`config.mk`:
```
export PLATFORM = sky130hd
export DESIGN_NAME = gyro_sample_scheduler_flat
export DESIGN_NICKNAME = d
export VERILOG_FILES = /design/src/rtl/gyro_sample_scheduler_pkg.sv /design/src/rtl/gyro_sample_scheduler_if.sv /design/src/rtl/gyro_sample_scheduler_tick_gen.sv /design/src/rtl/gyro_sample_scheduler.sv /design/src/flat_wrapper.sv
export SDC_FILE = /design/constraint.sdc
export NUM_CORES = 1
export LEC_CHECK = 0
export BUFFER_PORTS_ARGS = -buffer_cell sky130_fd_sc_hd__buf_2
export CAP_MARGIN = 20
export CORE_MARGIN = 2
export CORE_UTILIZATION = 40
export DETAILED_ROUTE_END_ITERATION = 10
export SYNTH_ARGS = -nofsm -noshare
export SYNTH_HDL_FRONTEND = slang
export SYNTH_SLANG_ARGS = --single-unit
```
`constraint.sdc`:
```
create_clock -name clk -period 3.66 [get_ports clk]
set_input_delay 0.366 -clock clk [delete_from_list [all_inputs] [get_ports clk]]
set_output_delay 0.366 -clock clk [all_outputs]
set_load 0.03 [all_outputs]
```
`src/rtl/gyro_sample_scheduler_pkg.sv`:
```
// Shared definitions for the gyro sample scheduler: gyro register map,
// burst length, FSM state encodings and the published rate sample type.
package gyro_pkg;

   localparam logic [7:0]  CTRL_REG1  = 8'h20;
   localparam logic [7:0]  OUT_X_L    = 8'h28;
   localparam logic [7:0]  READ_FLAG  = 8'h80;
   localparam int unsigned BYTE_COUNT = 6;

   typedef logic [2:0] state_t;
   typedef logic [2:0] byte_idx_t;

   localparam state_t ST_CFG_ISSUE = 3'd0;
   localparam state_t ST_CFG_WAIT  = 3'd1;
   localparam state_t ST_WAIT_TICK = 3'd2;
   localparam state_t ST_RD_ISSUE  = 3'd3;
   localparam state_t ST_RD_WAIT   = 3'd4;
   localparam state_t ST_PUBLISH   = 3'd5;

   typedef struct packed {
      logic [15:0] x;
      logic [15:0] y;
      logic [15:0] z;
   } rate_t;

   // Burst read address for one output byte: read flag plus register offset.
   function automatic logic [7:0] rd_addr(input logic [7:0] base, input byte_idx_t idx);
      return READ_FLAG | (base + {5'd0, idx});
   endfunction

endpackage

```
`src/rtl/gyro_sample_scheduler_if.sv`:
```
// Handshake to the shared SPI master.
//   spi_busy  : transaction in progress (from SPI master)
//   spi_done  : one-cycle completion pulse, spi_rdata valid
//   spi_rdata : read byte
//   spi_start : one-cycle transaction request
//   spi_rw    : 1 = read, 0 = write
//   spi_addr  : register address, bit 7 = read flag
//   spi_wdata : write byte
interface gyro_sample_scheduler_if;
   logic       spi_busy;
   logic       spi_done;
   logic [7:0] spi_rdata;
   logic       spi_start;
   logic       spi_rw;
   logic [7:0] spi_addr;
   logic [7:0] spi_wdata;

   modport master (
      input  spi_busy, spi_done, spi_rdata,
      output spi_start, spi_rw, spi_addr, spi_wdata
   );

   modport slave (
      output spi_busy, spi_done, spi_rdata,
      input  spi_start, spi_rw, spi_addr, spi_wdata
   );
endinterface

```
`src/rtl/gyro_sample_scheduler_tick_gen.sv`:
```
// Free-running sample period counter, 0..DIV-1, with a one-cycle tick on
// the cycle it wraps. Reusable by any periodically sampled peripheral.
//   clk          : system clock
//   system_reset : synchronous active-high reset
//   tick_o       : high for the single cycle in which the counter wraps
module sample_tick_gen #(
   parameter int unsigned DIV = 100000
) (
   input  logic clk,
   input  logic system_reset,
   output logic tick_o
);

   localparam int unsigned CW = (DIV > 1) ? $clog2(DIV) : 1;
   localparam logic [CW-1:0] LAST = CW'(DIV - 1);

   logic [CW-1:0] cnt_q;
   logic [CW-1:0] cnt_d;

   assign tick_o = (cnt_q == LAST);

   always_comb begin
      cnt_d = tick_o ? '0 : cnt_q + 1'b1;
   end

   always_ff @(posedge clk) begin
      if (system_reset) begin
         cnt_q <= '0;
      end else begin
         cnt_q <= cnt_d;
      end
   end

endmodule

```
`src/rtl/gyro_sample_scheduler.sv`:
```
// Gyro sample scheduler: writes CTRL_REG1 once after reset, then on every
// sample tick burst-reads OUT_X_L..OUT_Z_H through the shared SPI master and
// publishes the three 16-bit rates with a one-cycle rate_valid strobe.
// Host angle-reset requests are delivered on the publish cycle; ticks lost
// while a read is still running are counted in overrun_count (saturating).
//   clk, system_reset   : clock, synchronous active-high reset
//   spi                 : SPI master handshake (master side)
//   angle_reset_req     : host request, level or pulse
//   angular_rate_x/y/z  : published rates
//   rate_valid          : one-cycle new-sample strobe
//   angle_reset         : one-cycle integrator reset, coincident with rate_valid
//   configured          : configuration write completed
//   overrun_count       : dropped ticks, saturates at 255
//
// state        | meaning
// CFG_ISSUE    | wait for SPI idle, request CTRL_REG1 write
// CFG_WAIT     | wait for config write to complete
// WAIT_TICK    | idle until the next sample tick
// RD_ISSUE     | wait for SPI idle, request read of byte[idx]
// RD_WAIT      | wait for read data, store into shadow byte[idx]
// PUBLISH      | copy shadow bytes to outputs, strobe rate_valid
module gyro_sample_scheduler import gyro_pkg::*; #(
   parameter int unsigned SAMPLE_DIV = 100000,
   parameter logic [7:0]  CFG_ADDR   = CTRL_REG1,
   parameter logic [7:0]  CFG_DATA   = 8'h0F,
   parameter logic [7:0]  OUT_BASE   = OUT_X_L
) (
   input  logic                           clk,
   input  logic                           system_reset,
   gyro_sample_scheduler_if.master        spi,
   input  logic                           angle_reset_req,
   output logic [15:0]                    angular_rate_x,
   output logic [15:0]                    angular_rate_y,
   output logic [15:0]                    angular_rate_z,
   output logic                           rate_valid,
   output logic                           angle_reset,
   output logic                           configured,
   output logic [7:0]                     overrun_count
);

   localparam byte_idx_t LAST_IDX = byte_idx_t'(BYTE_COUNT - 1);

   logic       tick;
   state_t     state_q, state_d;
   byte_idx_t  idx_q, idx_d;
   logic [7:0] shadow_q [BYTE_COUNT];
   logic [7:0] shadow_d [BYTE_COUNT];
   rate_t      rate_q, rate_d;
   logic       valid_q, valid_d;
   logic       ar_q, ar_d;
   logic       cfgd_q, cfgd_d;
   logic [7:0] ovr_q, ovr_d;
   logic       start_q, start_d;
   logic       rw_q, rw_d;
   logic [7:0] addr_q, addr_d;
   logic [7:0] wdata_q, wdata_d;
   logic       req_q, req_d;
   logic       pend_q, pend_d;
   logic       req_edge;
   logic       in_read;

   sample_tick_gen #(.DIV(SAMPLE_DIV)) u_tick (
      .clk          (clk),
      .system_reset (system_reset),
      .tick_o       (tick)
   );

   assign req_edge = angle_reset_req & ~req_q;
   assign in_read  = (state_q == ST_RD_ISSUE) || (state_q == ST_RD_WAIT) ||
                     (state_q == ST_PUBLISH);

   always_comb begin
      state_d  = state_q;
      idx_d    = idx_q;
      shadow_d = shadow_q;
      rate_d   = rate_q;
      valid_d  = 1'b0;
      ar_d     = 1'b0;
      cfgd_d   = cfgd_q;
      ovr_d    = ovr_q;
      start_d  = 1'b0;
      rw_d     = rw_q;
      addr_d   = addr_q;
      wdata_d  = wdata_q;
      req_d    = angle_reset_req;
      pend_d   = pend_q | req_edge;

      case (state_q)
         ST_CFG_ISSUE: begin
            if (!spi.spi_busy) begin
               start_d = 1'b1;
               rw_d    = 1'b0;
               addr_d  = CFG_ADDR;
               wdata_d = CFG_DATA;
               state_d = ST_CFG_WAIT;
            end
         end
         ST_CFG_WAIT: begin
            if (spi.spi_done) begin
               cfgd_d  = 1'b1;
               state_d = ST_WAIT_TICK;
            end
         end
         ST_WAIT_TICK: begin
            if (tick) begin
               idx_d   = '0;
               state_d = ST_RD_ISSUE;
            end
         end
         ST_RD_ISSUE: begin
            if (!spi.spi_busy) begin
               start_d = 1'b1;
               rw_d    = 1'b1;
               addr_d  = rd_addr(OUT_BASE, idx_q);
               state_d = ST_RD_WAIT;
            end
         end
         ST_RD_WAIT: begin
            if (spi.spi_done) begin
               shadow_d[idx_q] = spi.spi_rdata;
               if (idx_q == LAST_IDX) begin
                  state_d = ST_PUBLISH;
               end else begin
                  idx_d   = idx_q + 3'd1;
                  state_d = ST_RD_ISSUE;
               end
            end
         end
         ST_PUBLISH: begin
            rate_d.x = {shadow_q[1], shadow_q[0]};
            rate_d.y = {shadow_q[3], shadow_q[2]};
            rate_d.z = {shadow_q[5], shadow_q[4]};
            valid_d  = 1'b1;
            if (pend_q) begin
               ar_d   = 1'b1;
               // A request edge landing on the delivery cycle stays pending.
               pend_d = req_edge;
            end
            state_d = ST_WAIT_TICK;
         end
         default: state_d = ST_CFG_ISSUE;
      endcase

      if (tick && in_read && (ovr_q != 8'hFF)) begin
         ovr_d = ovr_q + 8'd1;
      end
   end

   always_ff @(posedge clk) begin
      if (system_reset) begin
         state_q  <= ST_CFG_ISSUE;
         idx_q    <= '0;
         shadow_q <= '{default: 8'h00};
         rate_q   <= '0;
         valid_q  <= 1'b0;
         ar_q     <= 1'b0;
         cfgd_q   <= 1'b0;
         ovr_q    <= '0;
         start_q  <= 1'b0;
         rw_q     <= 1'b0;
         addr_q   <= '0;
         wdata_q  <= '0;
         req_q    <= 1'b0;
         pend_q   <= 1'b0;
      end else begin
         state_q  <= state_d;
         idx_q    <= idx_d;
         shadow_q <= shadow_d;
         rate_q   <= rate_d;
         valid_q  <= valid_d;
         ar_q     <= ar_d;
         cfgd_q   <= cfgd_d;
         ovr_q    <= ovr_d;
         start_q  <= start_d;
         rw_q     <= rw_d;
         addr_q   <= addr_d;
         wdata_q  <= wdata_d;
         req_q    <= req_d;
         pend_q   <= pend_d;
      end
   end

   assign spi.spi_start   = start_q;
   assign spi.spi_rw      = rw_q;
   assign spi.spi_addr    = addr_q;
   assign spi.spi_wdata   = wdata_q;
   assign angular_rate_x  = rate_q.x;
   assign angular_rate_y  = rate_q.y;
   assign angular_rate_z  = rate_q.z;
   assign rate_valid      = valid_q;
   assign angle_reset     = ar_q;
   assign configured      = cfgd_q;
   assign overrun_count   = ovr_q;

endmodule
```
`src/flat_wrapper.sv`:
```
// flat-port wrapper written by rule: the top's interface ports become plain ports
module gyro_sample_scheduler_flat import gyro_pkg::*;
#(
   parameter int unsigned SAMPLE_DIV = 100000,
   parameter logic [7:0]  CFG_ADDR   = CTRL_REG1,
   parameter logic [7:0]  CFG_DATA   = 8'h0F,
   parameter logic [7:0]  OUT_BASE   = OUT_X_L
)
  (clk, system_reset, angle_reset_req, angular_rate_x, angular_rate_y, angular_rate_z, rate_valid, angle_reset, configured, overrun_count, spi_spi_busy, spi_spi_done, spi_spi_rdata, spi_spi_start, spi_spi_rw, spi_spi_addr, spi_spi_wdata);
  gyro_sample_scheduler_if spi_i ();
  input  logic clk;
  input  logic system_reset;
  input  logic angle_reset_req;
  output logic [15:0] angular_rate_x;
  output logic [15:0] angular_rate_y;
  output logic [15:0] angular_rate_z;
  output logic rate_valid;
  output logic angle_reset;
  output logic configured;
  output logic [7:0] overrun_count;
  input wire logic [$bits(spi_i.spi_busy)-1:0] spi_spi_busy;
  input wire logic [$bits(spi_i.spi_done)-1:0] spi_spi_done;
  input wire logic [$bits(spi_i.spi_rdata)-1:0] spi_spi_rdata;
  output wire logic [$bits(spi_i.spi_start)-1:0] spi_spi_start;
  output wire logic [$bits(spi_i.spi_rw)-1:0] spi_spi_rw;
  output wire logic [$bits(spi_i.spi_addr)-1:0] spi_spi_addr;
  output wire logic [$bits(spi_i.spi_wdata)-1:0] spi_spi_wdata;
  assign spi_i.spi_busy = spi_spi_busy;
  assign spi_i.spi_done = spi_spi_done;
  assign spi_i.spi_rdata = spi_spi_rdata;
  assign spi_spi_start = spi_i.spi_start;
  assign spi_spi_rw = spi_i.spi_rw;
  assign spi_spi_addr = spi_i.spi_addr;
  assign spi_spi_wdata = spi_i.spi_wdata;
  gyro_sample_scheduler #(.SAMPLE_DIV(SAMPLE_DIV), .CFG_ADDR(CFG_ADDR), .CFG_DATA(CFG_DATA), .OUT_BASE(OUT_BASE)) u_core (.clk(clk), .system_reset(system_reset), .spi(spi_i), .angle_reset_req(angle_reset_req), .angular_rate_x(angular_rate_x), .angular_rate_y(angular_rate_y), .angular_rate_z(angular_rate_z), .rate_valid(rate_valid), .angle_reset(angle_reset), .configured(configured), .overrun_count(overrun_count));
endmodule
```
# --- After elaboration in Yosys (flattened, before gate mapping) ---
# Cells that the tools add are included.
classes:
  addsub: 4
  multipliers: 0
  n_div: 0
  order_cmp: 2
  eq_ne: 14
  n_shift: 0
  muxes: 25
  bitwise_logic: 7
  reduce_logical: 18
ops:
  columns: ["operator", "n"]
  rows:
  - ["$bwmux W48", 1]
  - ["$mux W3", 9]
  - ["$demux W8 S3", 1]
  - ["$mux W8", 3]
  - ["$pmux W3 S6", 1]
  - ["$add A17 B1 Y17 const B", 1]
  - ["$eq A17 B17 Y1 const B", 1]
  - ["$pmux W8 S2", 1]
  - ["$ne A2 B2 Y1 const B", 5]
  - ["$eq A3 B3 Y1 const B", 3]
  - ["$add A8 B1 Y8 const B", 1]
  - ["$ne A8 B8 Y1 const B", 1]
  - ["$reduce_or A2 Y1", 4]
  - ["$add A6 B3 Y7 const A", 1]
  - ["$mux W1", 7]
  - ["$eq A3 B2 Y1 const B", 2]
  - ["$pmux W3 S2", 1]
  - ["$reduce_and A2 Y1", 3]
  - ["$reduce_and A5 Y1", 1]
  - ["$ge A4 B4 Y1 const B", 1]
  - ["$lt A4 B1 Y1 const B", 1]
  - ["$not A1 Y1", 4]
  - ["$not A3 Y4", 1]
  - ["$reduce_and A4 Y1", 1]
  - ["other kinds (11)", 15]
word_totals:
  ff_bits: 143
  latchBits: 0
  mem_bits_rw: 0
  romBits: 0
  wordCells: 92
  memories: 0

# --- Longest topological paths before layout ---
logic_depth:
  depth_word: 6
  ltp_mapped: 8

# --- Hierarchy ---
# Synthesis repeated with hierarchy kept, for this count alone.
hier_totals:
  hier_cells: 630
  area_unflattened_um2: 5590.4
by_module_without_submodules:
  columns: ["mod", "n_inst", "cells_each", "area_each_um2", "seq_area_each_um2"]
  rows:
  - ["gyro_sample_scheduler", 1, 542, 4793.3, 2442.3]
  - ["sample_tick_gen", 1, 88, 797.0, 340.3]

# --- Least setup slack after synthesis ---
# OpenSTA, ideal clock, no wires.
synth_path:
  kind: "flip-flop to flip-flop"
  start: "register u_core.ovr_q[0], in the netlist u_core.overrun_count[0]"
  end: "register u_core.ovr_q[6], in the netlist u_core.overrun_count[6]"
  setup_time_ns: 0.071
  arrival_time_ns: 1.851
  required_ns: 3.589
  path_slack_ns: 1.738
  path_stages_with_launch: 7
  n_path_buf: 1
  cell_sequence: "dfxtp_1 -> ha_1 -> and2_1 -> a32o_1 -> clkbuf_1 -> or4_1 -> a21oi_1"
synth_between:
  elab_chain_cells: 2
synth_rtl:
  columns: ["element", "line_no", "source"]
  rows:
  - ["from (decl)", "gyro_sample_scheduler.sv:52", "logic [7:0] ovr_q, ovr_d;"]
  - ["from (signal assigned)", "gyro_sample_scheduler.sv:173", "ovr_q <= ovr_d;"]
  - ["branches (longest 2 deep; another with $add A8 B1 Y8)", null, null]
# Parallel ways; which one is timed is not known.
# A chain may end at the register's enable or synchronous reset.

# --- Final worst setup path ---
layout_path:
  start: "register u_core.state_q[0]"
  end: "register u_core.pend_q"
layout_between:
  elab_chain_cells: 2
layout_rtl:
  columns: ["element", "line_no", "source"]
  rows:
  - ["from (decl)", "gyro_sample_scheduler.sv:44", "state_t state_q, state_d;"]
  - ["from (signal assigned)", "gyro_sample_scheduler.sv:166", "state_q <= state_d;"]
  - ["$eq A3 B3 Y1", "gyro_sample_scheduler.sv:88", "case (state_q)"]
  - ["$mux W1", "gyro_sample_scheduler.sv:88", null]
  - ["to (signal assigned)", "gyro_sample_scheduler.sv:179", "pend_q <= pend_d;"]
  - ["to (decl)", "gyro_sample_scheduler.sv:58", "logic pend_q, pend_d;"]
# Every way passes these cells.

==> impl_summary.md <==
Synthesis
Summed over all instances, the cell type with the most area after synthesis is dfxtp_1. Counting flops with an async set or reset pin after synthesis yields a share of 0. The share of the Yosys chip area taken by registers is 0.509. The number of synthesized register bits is between 100 and 150. Of the post-synthesis cell area, the dominant cell type holds 0.509.

The number of warning messages in the yosys log is 0. The netlist uses 44 different library cells. The count of flip-flops with a built-in enable after synthesis is 0. The synthesized area per cell is 8.91 sq um. The cell area that synthesis handed to floorplanning was around 5500 sq um. Among all flip-flop cells after synthesis, the most frequent one is dfxtp_1. Sorting the synthesized cells by area gives the leading types as dfxtp_1, mux2i_1, nand2_1, a21oi_1, nor2_1. In the synthesized netlist, the number of instances is slightly above 600.

Global routing
The first global-routing pass estimated ~20,000 um of wire. The number of global-route vias before repair is roughly 4,200. The total congestion overflow is 0. For this run, the total global-route usage over all layers was measured as 0.178. The pin count of the biggest net entering global routing is 97. The number of antenna violations at the first check in global routing is 0.

Final layout
Summing all multi-input logic gate instances after layout gives between 2000 and 2500 sq um. The share of the core filled with cells in the final layout is 0.484. The antenna diode count is 0. In the final layout, the share of cells above drive strength 1 is 0.177.

The final cell count without fillers is between 800 and 900. The sequential cell area in the final layout is around 2800 sq um. The growth of design area from synthesis to finish is 17.5%. The number of nets in the final layout is 688. The fill cell instance count of the final layout is 1,282.

CTS
The maximum root-to-sink buffer count is 2. The number of hold-repair buffers added at the cts stage is 0. The cell at the root of the clock tree is clkbuf_16. The post-CTS setup buffer count is 0. Counting the buffers created by CTS gives 17. For this design, the sink count on the clock tree is 139.

In this run the number of H-tree levels came out at 4. In this run, post-CTS repair resized a total of 0 instances. The latest clock arrival within the worst-skew pair is between 0.4 and 0.5 ns.

Clock-pin slew was measured on the worst setup and hold paths at ~0.05 ns. TritonCTS built the clock tree.

Timing
Setup violations remaining at the end of the flow were counted as 0. Between clock sinks in the finished design, the worst skew comes to 0.00946 ns. The number of endpoints with negative hold slack in the final report is 0. Setup repair after global routing left no endpoint under its margin. The share of the cycle needed by the critical path after routing is 0.670. The max-slew violation count is 0. The slew of the pin with the lowest slew margin is 0.945 ns. For the finished layout, the period the worst path requires is approximately 2.5 ns. The worst slew margin relative to its limit is 0.370. Setup total negative slack on the finished layout was measured at 0 ns. The achievable clock frequency is between 400 and 500 MHz.

The final worst hold slack is ~0.19 ns. Setup slack on the critical path of the routed design comes to ~1.2 ns.

Floorplanning
The effective utilization at floorplan is 0.411. For this design the top-level I/O count stands at 90. The floorplan die width is around 120 um.

The row count is 42. The floorplan step defined a die boundary enclosing approximately 15,000 sq um. The region available for standard cell placement spans between 10,000 and 15,000 sq um. In this run the vertical extent of the chip is roughly 120 um.

Placed design
Detailed placement ended at an HPWL of between 8000 and 9000 um. Routability-driven placement finished with a final weighted congestion of 0.782. During placement, the flow inserted port buffers numbering slightly above 80. The number of placed instances, taps included, is ~830.

At the placement stage, the worst setup path has a slack of approximately 1.2 ns.

Worst setup path
The number of buffers and inverters on the critical path is 1. The category of the worst setup path launch point is a flip-flop. The highest-delay cell along the critical path is dfxtp_1. The critical path goes through nor2b_1 > nand2_1 > buf_4 > a21oi_1 > nor2_1. The kind of critical path is reg -> reg. The cell family contributing the most delay on the critical path is simple AND/OR/NAND/NOR gates. The delay of the slowest cell on the worst path is about 0.66 ns. The peak fanout along the critical path is 26. The required time at the endpoint of the critical path is between 3 and 4 ns.

The arrival time at the worst endpoint is approximately 2.7 ns. The kind of capture point of the worst setup path is a flip-flop.

Worst hold path
The tightest min-delay check is of the in -> reg type.

Route
The detailed router finished its first iteration with 260 violations. The number of routed nets with antenna violations is 0. The first TritonRoute pass finished after 4 iterations. The post-route DRC violation count is 0. The routed via count is between 4,000 and 5,000. The detailed-route wire length per cell is approximately 15 um. The routed design has 12,500 um of wire. The vias per cell is approximately 5.

Pwr
The power density normalized to cell area is around 500 nW/um^2. The worst vdd rail ir drop is between 400 and 500 uV. The leakage power is 2.70 nW.

Job
The count of maximum capacitance violations is 0.

Status
The flow ran to the end, and the final reports show no timing, DRC or antenna violations.
## metrics by stage
stage | cell area (sq um) | total power, mW
2_1_floorplan | 5490 | 1.66
3_3_place_gp | 5880 | 1.68
3_5_place_dp | 5880 | 1.69
4_1_cts | 6420 | 3.23
5_1_grt | 6430 | 3.30
6_report | 6430 | 3.19
## per-layer routing
metal / vias to the layer above / global-route usage / share of wire
met5: - / 0 / 0
met4: 0 / 0.0552 / 0.0096
met3: 11 / 0.0573 / 0.048
met2: 94 / 0.292 / 0.48
met1: 2064 / 0.224 / 0.47
li1: 2182 / - / -
## cell usage in the layout (no fill, tap or decap), types with 4 or more instances in the layout
cell type / synthesis / routed
a21oi_1: 63 / 63
and2_1: 4 / 4
and4_1: 7 / 7
buf_2: 9 / 82
buf_4: 11 / 5
clkbuf_1: 32 / 5
clkbuf_16: 0 / 17
clkbuf_8: 0 / 4
conb_1: 1 / 6
dfxtp_1: 139 / 139
ha_1: 4 / 4
inv_1: 4 / 4
mux2i_1: 51 / 51
nand2_1: 113 / 113
nand3_1: 10 / 10
nand4_1: 9 / 9
nor2_1: 78 / 78
nor2b_1: 4 / 4
o21ai_0: 9 / 9
o31ai_1: 7 / 7
or4_1: 6 / 6
xor2_1: 12 / 12
## cell families after synthesis
| kind of cell | Yosys count | share of synthesized area |
|---|---|---|
| AOI/OAI and AO/OA | 95 | 0.0995 |
| xor gates and xnor gates | 13 | 0.0208 |
| adders and majority gates | 4 | 0.00915 |
| buffers and inverters | 58 | 0.0522 |
| DFF | 139 | 0.509 |
| muxes | 51 | 0.0933 |
| other | 1 | 0.000686 |
| and+or+nand+nor | 253 | 0.216 |
## where the power goes
part	leakage, nW	switching, mW	internal [mW]
Combinational	1.33	0.0863	0.0270
Clock	0.256	0.603	0.934
Sequential	1.12	0.0153	1.52
Total	2.70	0.705	2.49
## flip-flops by register name (all words and copies together) (netlist names)
| register | count |
|---|---|
| u_core.spi.spi_addr | 5 |
| u_core.shadow_q | 48 |
| u_core.configured | 1 |
| u_core.req_q | 1 |
| u_core.angular_rate_y | 16 |
| u_core.spi.spi_wdata | 1 |
| u_core.idx_q | 3 |
| u_core.pend_q | 1 |
| u_core.angle_reset | 1 |
| u_core.spi.spi_start | 1 |
| u_core.rate_valid | 1 |
| u_core.state_q | 3 |
| u_core.u_tick.cnt_q | 17 |
| u_core.angular_rate_x | 16 |
| u_core.angular_rate_z | 16 |
| u_core.overrun_count | 8 |
## area by class of cell
type | instances | share of cell area
clock buffers | 26 | 0.0777
clock inverters | 6 | 0.00584
inverters | 4 | 0.00234
multi-input cells | 422 | 0.377
flip-flops and latches | 139 | 0.433
well taps | 176 | 0.0343
repair buffers | 87 | 0.0697
## synthesized netlist by cell type, types with 2 or more instances
cell type	number
buf_6	2
nor3_1	2
o31ai_1	7
a2111oi_0	2
dfxtp_1	139
and3_1	3
nor2_1	78
nand4_1	9
a21oi_1	63
xor2_1	12
o21a_1	2
buf_4	11
or4_1	6
and4bb_2	3
a32oi_1	2
ha_1	4
o21ai_0	9
clkbuf_1	32
or3_1	3
mux2i_1	51
nand2_1	113
inv_1	4
nor2b_1	4
nand3b_1	3
a22oi_1	3
nand3_1	10
nand4b_1	2
buf_2	9
and2_1	4
o2bb2ai_1	2
and4_1	7
## path summary, 6_finish.rpt
path                            cells after the start  slack, ns           startpoint                  endpoint
worst max-delay path                                5       1.21    u_core.state_q[0]             u_core.pend_q
worst min-delay path                                2       0.19      angle_reset_req              u_core.req_q
worst max register to register                      5       1.21    u_core.state_q[0]             u_core.pend_q
worst min register to register                      2       0.45  u_core.shadow_q[25]  u_core.angular_rate_y[1]
No activity file was read; power rests on OpenSTA's default activity.
